[config.mk]
export PLATFORM = sky130hd
export DESIGN_NAME = midi_rx_fifo_flat
export DESIGN_NICKNAME = d
export VERILOG_FILES = /design/src/rtl/midi_rx_fifo_if.sv /design/src/rtl/midi_rx_fifo.sv /design/src/flat_wrapper.sv
export SDC_FILE = /design/constraint.sdc
export NUM_CORES = 1
export LEC_CHECK = 0
export CAP_MARGIN = 30
export CORE_AREA = 2 2 109 111
export CTS_BUF_LIST = sky130_fd_sc_hd__clkbuf_2 sky130_fd_sc_hd__clkbuf_4 sky130_fd_sc_hd__clkbuf_8
export DETAILED_ROUTE_END_ITERATION = 10
export DIE_AREA = 0 0 111 113
export PLACE_DENSITY = 0.77
export SLEW_MARGIN = 40
export SYNTH_ARGS = -nofsm -noshare
export SYNTH_HDL_FRONTEND = slang
export SYNTH_SLANG_ARGS = --single-unit
[constraint.sdc]
create_clock -name clk -period 5.08 [get_ports clk]
set_clock_uncertainty 0.05 [all_clocks]
set_input_delay 1.016 -clock clk [delete_from_list [all_inputs] [get_ports clk]]
set_output_delay 1.016 -clock clk [all_outputs]
set_load 0.01 [all_outputs]
[src/rtl/midi_rx_fifo_if.sv]
// rtl/midi_rx_fifo_if.sv - byte-in / bus-read interface bundle for midi_rx_fifo
interface midi_rx_fifo_if #(
  parameter int DEPTH_LOG2 = 4
);
  logic [7:0]          uart_data;
  logic                uart_data_rdy;
  logic                bus_rd;
  logic [7:0]          bus_dat;
  logic [DEPTH_LOG2:0] fifo_count;
  logic                fifo_empty;
  logic                fifo_full;
  logic                overflow;
  logic                ovf_clr;
  logic                irq;

  modport master (
    output uart_data, uart_data_rdy, bus_rd, ovf_clr,
    input  bus_dat, fifo_count, fifo_empty, fifo_full, overflow, irq
  );

  modport slave (
    input  uart_data, uart_data_rdy, bus_rd, ovf_clr,
    output bus_dat, fifo_count, fifo_empty, fifo_full, overflow, irq
  );
endinterface

[src/rtl/midi_rx_fifo.sv]
// rtl/midi_rx_fifo.sv - MIDI receive byte FIFO with sticky overflow and level irq
// Optional: define MIDI_RX_FIFO_AS_FILTER_EN to drop Active Sensing (0xFE) bytes on entry.
module midi_rx_fifo #(
  parameter int DEPTH_LOG2 = 4,
  parameter int IRQ_THRESH = 1
) (
  input  logic          clk,
  input  logic          reset,
  midi_rx_fifo_if.slave bus
);
  localparam int PW    = DEPTH_LOG2;
  localparam int CW    = DEPTH_LOG2 + 1;
  localparam int DEPTH = 1 << DEPTH_LOG2;

  logic [7:0]    mem [DEPTH];
  logic [PW-1:0] wr_ptr, rd_ptr;
  logic [CW-1:0] count, count_nxt;
  logic          rdy_q;
  logic          wr_req, do_wr, do_rd, drop, ovf_nxt;

  // Edge-detect the ready so a held level still yields exactly one byte.
`ifdef MIDI_RX_FIFO_AS_FILTER_EN
  assign wr_req = bus.uart_data_rdy & ~rdy_q & (bus.uart_data != 8'hFE);
`else
  assign wr_req = bus.uart_data_rdy & ~rdy_q;
`endif

  always_comb begin
    do_rd     = 1'b0;
    do_wr     = 1'b0;
    drop      = 1'b0;
    count_nxt = count;
    do_rd     = bus.bus_rd & (count != '0);
    // At full a concurrent pop frees the slot the write needs.
    do_wr     = wr_req & ((count != CW'(DEPTH)) | do_rd);
    drop      = wr_req & ~do_wr;
    count_nxt = count + CW'(do_wr) - CW'(do_rd);
    ovf_nxt   = drop | (bus.overflow & ~bus.ovf_clr);
  end

  always_ff @(posedge clk) begin
    if (do_wr) begin
      mem[wr_ptr] <= bus.uart_data;
    end
  end

  always_ff @(posedge clk) begin
    if (reset) begin
      rdy_q          <= 1'b1;
      wr_ptr         <= '0;
      rd_ptr         <= '0;
      count          <= '0;
      bus.bus_dat    <= 8'h00;
      bus.fifo_empty <= 1'b1;
      bus.fifo_full  <= 1'b0;
      bus.overflow   <= 1'b0;
      bus.irq        <= 1'b0;
    end else begin
      rdy_q <= bus.uart_data_rdy;
      if (do_wr) begin
        wr_ptr <= wr_ptr + PW'(1);
      end
      if (do_rd) begin
        rd_ptr      <= rd_ptr + PW'(1);
        bus.bus_dat <= mem[rd_ptr];
      end
      count          <= count_nxt;
      bus.fifo_empty <= (count_nxt == '0);
      bus.fifo_full  <= (count_nxt == CW'(DEPTH));
      bus.overflow   <= ovf_nxt;
      bus.irq        <= (count_nxt >= CW'(IRQ_THRESH)) | ovf_nxt;
    end
  end

  assign bus.fifo_count = count;
endmodule

[src/flat_wrapper.sv]
// flat-port wrapper written by rule: the top's interface ports become plain ports
module midi_rx_fifo_flat 
#(
  parameter int DEPTH_LOG2 = 4,
  parameter int IRQ_THRESH = 1
)
  (clk, reset, bus_uart_data, bus_uart_data_rdy, bus_bus_rd, bus_ovf_clr, bus_bus_dat, bus_fifo_count, bus_fifo_empty, bus_fifo_full, bus_overflow, bus_irq);
  midi_rx_fifo_if #(.DEPTH_LOG2(DEPTH_LOG2)) bus_i ();
  input  logic clk;
  input  logic reset;
  input wire logic [$bits(bus_i.uart_data)-1:0] bus_uart_data;
  input wire logic [$bits(bus_i.uart_data_rdy)-1:0] bus_uart_data_rdy;
  input wire logic [$bits(bus_i.bus_rd)-1:0] bus_bus_rd;
  input wire logic [$bits(bus_i.ovf_clr)-1:0] bus_ovf_clr;
  output wire logic [$bits(bus_i.bus_dat)-1:0] bus_bus_dat;
  output wire logic [$bits(bus_i.fifo_count)-1:0] bus_fifo_count;
  output wire logic [$bits(bus_i.fifo_empty)-1:0] bus_fifo_empty;
  output wire logic [$bits(bus_i.fifo_full)-1:0] bus_fifo_full;
  output wire logic [$bits(bus_i.overflow)-1:0] bus_overflow;
  output wire logic [$bits(bus_i.irq)-1:0] bus_irq;
  assign bus_i.uart_data = bus_uart_data;
  assign bus_i.uart_data_rdy = bus_uart_data_rdy;
  assign bus_i.bus_rd = bus_bus_rd;
  assign bus_i.ovf_clr = bus_ovf_clr;
  assign bus_bus_dat = bus_i.bus_dat;
  assign bus_fifo_count = bus_i.fifo_count;
  assign bus_fifo_empty = bus_i.fifo_empty;
  assign bus_fifo_full = bus_i.fifo_full;
  assign bus_overflow = bus_i.overflow;
  assign bus_irq = bus_i.irq;
  midi_rx_fifo #(.DEPTH_LOG2(DEPTH_LOG2), .IRQ_THRESH(IRQ_THRESH)) u_core (.clk(clk), .reset(reset), .bus(bus_i));
endmodule
==> results_dict.tcl, run 1 <==
set metrics [dict create \
    status "finished clean" \
    grtUsageTotal 0.182 \
    die_x_um 111 \
    numClockSinks 154 \
    ys_seq_area_frac 0.716 \
    die_h_um 113 \
    htree_num_levels 4 \
    yosysTopAreaCell "edfxtp_1" \
    dr.pass1.iters 6 \
    worstSkewPairLatency_ns 0.43 \
    die_area_um2 12500 \
    synth_edf_count 128 \
    cts_setup_buffers 0 \
    slew_headroom 0.429 \
    synth_ff_type "edfxtp_1" \
    rsz0062_at_grt "no" \
    holdPathStages 2 \
    final_cells 529 \
    core_area_um2 11300 \
    cp_cell_sequence "inv_1 -> ha_1 -> or3b_1 -> o21ai_0 -> buf_4 -> inv_4 -> ha_1 -> inv_1 -> ha_1 -> inv_1 -> fa_1 -> nand2b_1 -> a21oi_1 -> xnor2_1 -> a41oi_1 -> a211o_1" \
    period_share 0.680 \
    area_growth_pct 14.8 \
    grt_max_degree 36 \
    synth.top_cell.area_share 0.631 \
    syn-num-nets 360 \
    grt_pass1_wl_um 16700 \
    startpoint "u_core.bus.fifo_count[2]" \
    post_dp_cell_area_um2 6540 \
    min_period_ns 3.45 \
    pwr-share-comb 0.215 \
    r2r_cells 16 \
    max_clock_freq_mhz 290 \
    antenna_found_initial 0 \
    rr_startpoint "u_core.bus.fifo_count[2]" \
    critPathCaptureType "register" \
    worst_setup_path_start_kind "register" \
    synth.area.top_cells "edfxtp_1 (63%), mux4_2 (12%), dfxtp_1 (8.5%)" \
    vias_per_cell 5.68 \
    syn_avg_cell_area_um2 18.2 \
    numCtsBuffers 17 \
    place.detailed.hpwl_um 6540 \
    cts_resized 0 \
    drv_cap 0 \
    clockRootBuffer "clkbuf_8" \
    switchingPower_mw 0.802 \
    cts_tree "yes" \
    critical_path.top_delay_family "adder cells" \
    drt-total-wl_um 10600 \
    nFillCells 785 \
    first_iter_violations 211 \
    start_util 0.541 \
    synth_cell_types 37 \
    vdd_drop_max_v 0.000310 \
    crit_buf_inv 5 \
    max_stage_delay_ns 0.39 \
    tightest_slew_ns 0.853 \
    hold_start "u_core.bus.bus_dat[1]" \
    p_per_area_nw_per_um2 450 \
    cts.path.max_buffers 2 \
    internal_power_mw 2.35 \
    crit_end "u_core.bus.irq" \
    antenna_cells 0 \
    pwr-share-clk 0.319 \
    seqPwrFrac 0.465 \
    maxSlewViolCount 0 \
    ys_seq_elements 154 \
    hold_path_class "reg -> reg" \
    synth_most_common_cell "edfxtp_1" \
    clk_pin_slew_ns 0.08 \
    synth.top_cells.by_count "edfxtp_1 (128), mux4_2 (32), dfxtp_1 (26), nor2_1 (26), mux2i_1 (16)" \
    drive_gt1_frac 0.215 \
    synth-async-reset-ratio 0 \
    cp.required_ns 5.36 \
    nets 398 \
    first_global_vias 3072 \
    ys_warn_count 0 \
    drtAntennaViolNets 0 \
    hold_buffers 0 \
    num_vias 3007 \
    p_leak_nw 2.26 \
    setup-violations-final 0 \
    r2r_slack_ns 1.63 \
    grt-ovfl-total 0 \
    port-buffer-count 29 \
    finalSetupTns_ns 0 \
    syn_area_um2 6090 \
    postLayoutCoreUtil 0.621 \
    gp_congestion 0.802 \
    rows 39 \
    crit_cells 16 \
    routedWlPerCell_um 20.0 \
    synth_cells 335 \
    design_area_um2 7000 \
    hold_viol 0 \
    worstPathMaxFanout 11 \
    io_pins 30 \
    placedCellCount 497 \
    crit_type "reg -> reg" \
    r2r_end "u_core.bus.irq" \
    slowest_stage "or3b_1" \
    switching_share 0.255 \
    crit_arrival_ns 3.73 \
    drc_errors 0 \
]
[power by group through the flow]
stage	Sequential, mW	Combinational (mW)	Clock (mW)
CTS	1.47	0.685	1.02
finish	1.47	0.678	1.01
floorplan	1.50	0.453	0
global route	1.47	0.741	1.08
global placement	1.49	0.665	0
detailed placement	1.49	0.680	0
[worst min path at each step]
stage                             to
2_1_floorplan       u_core.rd_ptr[3]
3_3_place_gp   u_core.bus.bus_dat[1]
3_5_place_dp   u_core.bus.bus_dat[1]
4_1_cts        u_core.bus.bus_dat[1]
5_1_grt        u_core.bus.bus_dat[0]
6_report       u_core.bus.bus_dat[1]
[cells in the final DEF, fill, tap and decap left out, types with 4 or more instances in the layout]
| cell type | netlist | final |
|---|---|---|
| xnor2_1 | 5 | 5 |
| nor2_1 | 26 | 17 |
| o221ai_1 | 8 | 8 |
| clkdlybuf4s50_1 | 0 | 29 |
| a21oi_1 | 4 | 4 |
| dfxtp_1 | 26 | 25 |
| mux4_2 | 32 | 32 |
| nand2_1 | 7 | 7 |
| clkbuf_8 | 0 | 17 |
| inv_1 | 13 | 13 |
| ha_1 | 11 | 11 |
| nor3_1 | 5 | 5 |
| nor2_2 | 0 | 9 |
| buf_4 | 4 | 8 |
| xor2_1 | 5 | 5 |
| bufinv_16 | 0 | 5 |
| mux2i_1 | 16 | 16 |
| edfxtp_1 | 128 | 128 |
| nand3b_1 | 8 | 8 |
[tightest hold or removal path, stage by stage (launching register included)]
cell and delay, ns:
dfxtp_1 0.34, nand3b_1 0.09, o221ai_1 0.07
[layer usage]
| metal | track usage | wire, um | vias to the layer above |
|---|---|---|---|
| li1 | - | - | 1383 |
| met1 | 0.231 | 4410 | 1515 |
| met2 | 0.303 | 5300 | 93 |
| met3 | 0.0541 | 688 | 16 |
| met4 | 0.0633 | 184 | 0 |
| met5 | 0 | 0 | - |
[cell families (layout without fill, tap and decap cells)]
kind of cell | after synthesis | in the layout | synth area share
buf+inv | 32 | 83 | 0.0246
mux | 48 | 48 | 0.145
fa+ha+maj | 12 | 12 | 0.0259
flops | 154 | 154 | 0.716
simple gates | 61 | 61 | 0.0517
compound gates | 18 | 18 | 0.0228
xor+xnor | 10 | 10 | 0.0144
[final cells by class]
cell class / count / area (um2) / share of cell area
tap: 143 / 179 / 0.0256
sequential: 154 / 4370 / 0.624
multi-input combinational: 149 / 1600 / 0.229
clock buffer: 18 / 241 / 0.0345
timing repair buffer: 37 / 350 / 0.0501
clock inverter: 14 / 203 / 0.0290
inverter: 14 / 55.1 / 0.00787
[metrics by stage]
step                      worst slack (ns)  hold WS [ns]  total power [mW]
after global routing                  1.35         0.519              3.29
after global placement                1.25         0.457              2.16
after detailed placement              1.18         0.451              2.17
after CTS                             1.61         0.481              3.17
final                                 1.63         0.484              3.15
after floorplan                       1.86         0.464              1.96
[registers in the layout (all words and copies together), names as in the netlist]
name                   cells
u_core.rdy_q               1
u_core.bus.fifo_count      5
u_core.bus.bus_dat         8
u_core.rd_ptr              4
u_core.wr_ptr              4
u_core.mem               128
u_core.bus.overflow        1
u_core.bus.fifo_empty      1
u_core.bus.irq             1
u_core.bus.fifo_full       1
(Power assumes the default switching activity.)
==> inputs of run 2 (changes only) <==
- PLACE_DENSITY: 0.77 -> 0.8
- clock period: 5.08 -> 3 ns (I/O delays scaled with it)
==> results_dict.tcl, run 2 (synthesis results as in run 1) <==
set metrics [dict create \
    rows 39 \
    hold_viol 0 \
    drc_errors 0 \
    worstSkewPairLatency_ns 0.43 \
    slew_headroom 0.489 \
    seqPwrFrac 0.446 \
    num_vias 3199 \
    internal_power_mw 3.96 \
    cts_tree "yes" \
    gp_congestion 0.789 \
    clk_pin_slew_ns 0.09 \
    vias_per_cell 5.86 \
    cp_cell_sequence "inv_2 -> ha_2 -> or3b_4 -> o21ai_4 -> inv_4 -> ha_4 -> inv_2 -> ha_4 -> inv_2 -> fa_2 -> nand2b_4 -> a21oi_4 -> xnor2_2 -> a41oi_2 -> a211o_1" \
    die_area_um2 12500 \
    place.detailed.hpwl_um 7330 \
    vdd_drop_max_v 0.000589 \
    pwr-share-clk 0.289 \
    max_stage_delay_ns 0.40 \
    setup-violations-final 0 \
    clockRootBuffer "clkbuf_8" \
    layout_common_cells "edfxtp_1 (128), mux4_2 (32), clkdlybuf4s50_1 (29)" \
    layout_commonest_cell "edfxtp_1" \
    first_iter_violations 255 \
    status "finished clean" \
    hold_buffers 0 \
    tightest_slew_ns 0.764 \
    port-buffer-count 29 \
    rsz0062_at_grt "yes" \
    finalSetupTns_ns 0 \
    die_x_um 111 \
    critPathMostFrequentCell "inv_2" \
    crit_type "reg -> reg" \
    crit_arrival_ns 3.27 \
    cp.required_ns 3.28 \
    nets 415 \
    core_area_um2 11300 \
    htree_num_levels 4 \
    slowest_stage "or3b_4" \
    start_util 0.541 \
    switching_share 0.287 \
    drtAntennaViolNets 0 \
    drive_gt1_frac 0.293 \
    worst_slack_ns 0.00358 \
    drv_cap 0 \
    dr.pass1.iters 4 \
    switchingPower_mw 1.59 \
    period_share 0.999 \
    top_register "u_core.mem" \
    hold_path_class "reg -> reg" \
    total_power_mw 5.55 \
    routedWlPerCell_um 21.7 \
    grt-ovfl-total 0 \
    p_leak_nw 2.35 \
    cts.path.max_buffers 2 \
    p_per_area_nw_per_um2 774 \
    grt_max_degree 35 \
    largest_reg_flops 128 \
    grtUsageTotal 0.197 \
    die_h_um 113 \
    antenna_cells 0 \
    pwr-share-comb 0.265 \
    critPathCaptureType "register" \
    numClockSinks 154 \
    dp_slack_ns -0.0887 \
    worst_setup_path_start_kind "register" \
    area_growth_pct 17.6 \
    worstPathMaxFanout 2 \
    first_global_vias 3351 \
    max_clock_freq_mhz 334 \
    finalHoldWorstSlack_ns 0.463 \
    antenna_found_initial 0 \
    maxSlewViolCount 0 \
    drt-total-wl_um 11800 \
    min_period_ns 3.00 \
    numCtsBuffers 17 \
    io_pins 30 \
    grt_pass1_wl_um 18400 \
]
run 2: changes by cell type in the layout (fill, tap and decap cells not counted), sizes merged:
cell / delta
inv: +9
buf: +17
bufinv: -3
clkinv: -4
clkinvlp: -1
clkbuf: -1
run 2: through the flow:
step	instance area, um2	util	std cells
2_1_floorplan	6140	-	335
3_3_place_gp	6660	0.591	509
3_5_place_dp	6660	0.591	509
4_1_cts	7120	0.632	543
5_1_grt	7170	0.636	546
6_report	7170	0.636	546
run 2: worst paths after layout:
check	slack, ns	to	start	depth (start not counted)
min	0.46	u_core.bus.bus_dat[0]	u_core.bus.bus_dat[0]	2
min reg2reg	0.46	u_core.bus.bus_dat[0]	u_core.bus.bus_dat[0]	2
max	0.004	u_core.bus.irq	u_core.bus.fifo_count[3]	15
max reg2reg	0.004	u_core.bus.irq	u_core.bus.fifo_count[3]	15
run 2: power by group through the flow:
stage / clock network (mW) / logic, mW / registers (mW)
5_1_grt: 1.72 / 1.61 / 2.48
3_3_place_gp: 0 / 1.30 / 2.52
6_report: 1.60 / 1.47 / 2.47
2_1_floorplan: 0 / 0.836 / 2.56
3_5_place_dp: 0 / 1.34 / 2.52
4_1_cts: 1.62 / 1.45 / 2.47
run 2: metal layers:
layer,up-vias,track usage,part of all wire
li1,1413,-,-
met1,1657,0.253,0.41
met2,120,0.346,0.53
met3,9,0.0396,0.053
met5,-,0,0
met4,0,0.0575,0.0063
run 2: layout make-up:
type                            instances  area (um2)
Sequential cell                       154        4370
Fill cell                             770        4100
Clock buffer                           17         234
Inverter                               14        55.1
Clock inverter                         15         178
Timing Repair Buffer                   54         478
Multi-Input combinational cell        149        1680
Tap cell                              143         179
run 2: worst max-delay path, delay by kind of cell, from the launching register on:
| kind | cells | cell delay, ns |
|---|---|---|
| adders and majority gates | 4 | 0.83 |
| DFF | 1 | 0.34 |
| AOI/OAI and AO/OA | 4 | 0.77 |
| xor gates and xnor gates | 1 | 0.14 |
| and+or+nand+nor | 2 | 0.56 |
| buffers and inverters | 4 | 0.21 |
run 2: what timing repair did:
action / 4_1_cts / 5_1_grt
gates resized for setup: 4 / 3
setup endpoints to repair: 1 / 2
buffers inserted: 2 / 3
pin swaps: 2 / 7
==> inputs of run 3 (changes only) <==
- CORE_AREA: 2 2 109 111 -> 2 2 127 129
- DIE_AREA: 0 0 111 113 -> 0 0 129 131
- PLACE_DENSITY: 0.8 -> 0.63
==> results_dict.tcl, run 3 (synthesis results as in run 1) <==
set metrics [dict create \
    grtUsageTotal 0.150 \
    tightest_slew_ns 0.591 \
    critPathMostFrequentCell "ha_4" \
    hold_viol 0 \
    top_register "u_core.mem" \
    cts_tree "yes" \
    crit_buf_inv 4 \
    nets 419 \
    cts.path.max_buffers 2 \
    clockRootBuffer "clkbuf_8" \
    first_global_vias 3192 \
    io_pins 30 \
    die_x_um 129 \
    drv_cap 0 \
    start_util 0.391 \
    numCtsBuffers 17 \
    clk_pin_slew_ns 0.08 \
    num_vias 3065 \
    layout_commonest_cell "edfxtp_1" \
    period_share 0.976 \
    total_power_mw 5.32 \
    finalSetupTns_ns 0 \
    p_leak_nw 2.35 \
    largest_reg_flops 128 \
    hold_path_class "reg -> reg" \
    place.detailed.hpwl_um 7380 \
    min_period_ns 2.93 \
    drt-total-wl_um 11800 \
    antenna_cells 0 \
    p_per_area_nw_per_um2 733 \
    drtAntennaViolNets 0 \
    max_clock_freq_mhz 342 \
    area_growth_pct 18.9 \
    nFillCells 1338 \
    htree_num_levels 4 \
    worstPathMaxFanout 3 \
    slew_headroom 0.605 \
    drive_gt1_frac 0.290 \
    cp_cell_sequence "inv_2 -> ha_4 -> or3b_4 -> o21ai_4 -> inv_4 -> ha_4 -> inv_4 -> ha_4 -> inv_2 -> fa_2 -> nand2b_4 -> a21oi_4 -> xnor2_2 -> a41oi_2 -> a211o_1" \
    status "finished clean" \
    critPathCaptureType "register" \
    vias_per_cell 4.92 \
    core_area_um2 15600 \
    slowest_stage "or3b_4" \
    maxSlewViolCount 0 \
    dr.pass1.iters 5 \
    rsz0062_at_grt "yes" \
    rows 46 \
    die_area_um2 16900 \
    critical_path.top_delay_family "adder cells" \
    worst_setup_path_start_kind "register" \
    routedWlPerCell_um 18.9 \
    max_stage_delay_ns 0.40 \
    antenna_found_initial 0 \
    grt_max_degree 36 \
    cp.required_ns 3.30 \
    setup-violations-final 0 \
    die_h_um 131 \
    drc_errors 0 \
    postLayoutCoreUtil 0.465 \
    layout_common_cells "edfxtp_1 (128), mux4_2 (32), clkdlybuf4s50_1 (29)" \
    crit_type "reg -> reg" \
    grt-ovfl-total 0 \
    first_iter_violations 285 \
    grt_pass1_wl_um 18200 \
    finalHoldWorstSlack_ns 0.485 \
    port-buffer-count 29 \
    worstSkewPairLatency_ns 0.45 \
    crit_arrival_ns 3.22 \
    gp_congestion 0.779 \
    numClockSinks 154 \
    vdd_drop_max_v 0.000518 \
]
[run 3: worst reg2reg max path: stages, from the launching register on]
cell and delay (ns):
dfxtp_2 0.34, inv_2 0.07, ha_4 0.12, or3b_4 0.40
o21ai_4 0.19, inv_4 0.05, ha_4 0.21, inv_4 0.05
ha_4 0.13, inv_2 0.03, fa_2 0.33, nand2b_4 0.16
a21oi_4 0.14, xnor2_2 0.14, a41oi_2 0.14, a211o_1 0.28
[run 3: final timing paths]
kind	start	end	slack, ns	depth (start not counted)
setup / recovery	u_core.bus.fifo_count[2]	u_core.bus.irq	0.07	15
hold / removal	u_core.bus.bus_dat[0]	u_core.bus.bus_dat[0]	0.49	2
setup reg to reg	u_core.bus.fifo_count[2]	u_core.bus.irq	0.07	15
hold reg to reg	u_core.bus.bus_dat[0]	u_core.bus.bus_dat[0]	0.49	2
[run 3: report_power, final]
| part | internal [mW] | leakage, nW | switching, mW |
|---|---|---|---|
| clock network | 0.599 | 0.175 | 0.802 |
| registers | 2.41 | 1.37 | 0.0613 |
| logic | 0.746 | 0.809 | 0.694 |
| total | 3.76 | 2.35 | 1.56 |
[run 3: metrics by stage]
stage,setup slack (ns),area (um2),instances
after floorplan,0.00247,6140,335
after global placement,-0.0370,6800,587
after detailed placement,-0.0458,6800,587
after CTS,0.0167,7160,619
after global routing,-0.0526,7250,623
final,0.0725,7250,623
[run 3: final cells by class]
| type | count | area [um2] | area share |
|---|---|---|---|
| sequential | 154 | 4370 | 0.603 |
| clock inverter | 14 | 114 | 0.0157 |
| timing repair buffer | 58 | 520 | 0.0718 |
| multi-input combinational | 149 | 1680 | 0.231 |
| inverter | 14 | 57.6 | 0.00794 |
| clock buffer | 18 | 241 | 0.0333 |
| tap | 216 | 270 | 0.0373 |
[run 3: metal layers]
| metal | share of wire | vias to the layer above | track usage | wire length (um) |
|---|---|---|---|---|
| li1 | - | 1423 | - | - |
| met4 | 0.0067 | 0 | 0.0467 | 79 |
| met1 | 0.45 | 1553 | 0.205 | 5250 |
| met5 | 0 | - | 0 | 0 |
| met3 | 0.062 | 8 | 0.0399 | 727 |
| met2 | 0.49 | 81 | 0.239 | 5720 |
[run 3: timing repair]
item	CTS	global route
buffers inserted	0	4
pin swaps	1	7
endpoints found under the setup margin	1	2
hold buffers	0	0
gates resized for setup	1	8
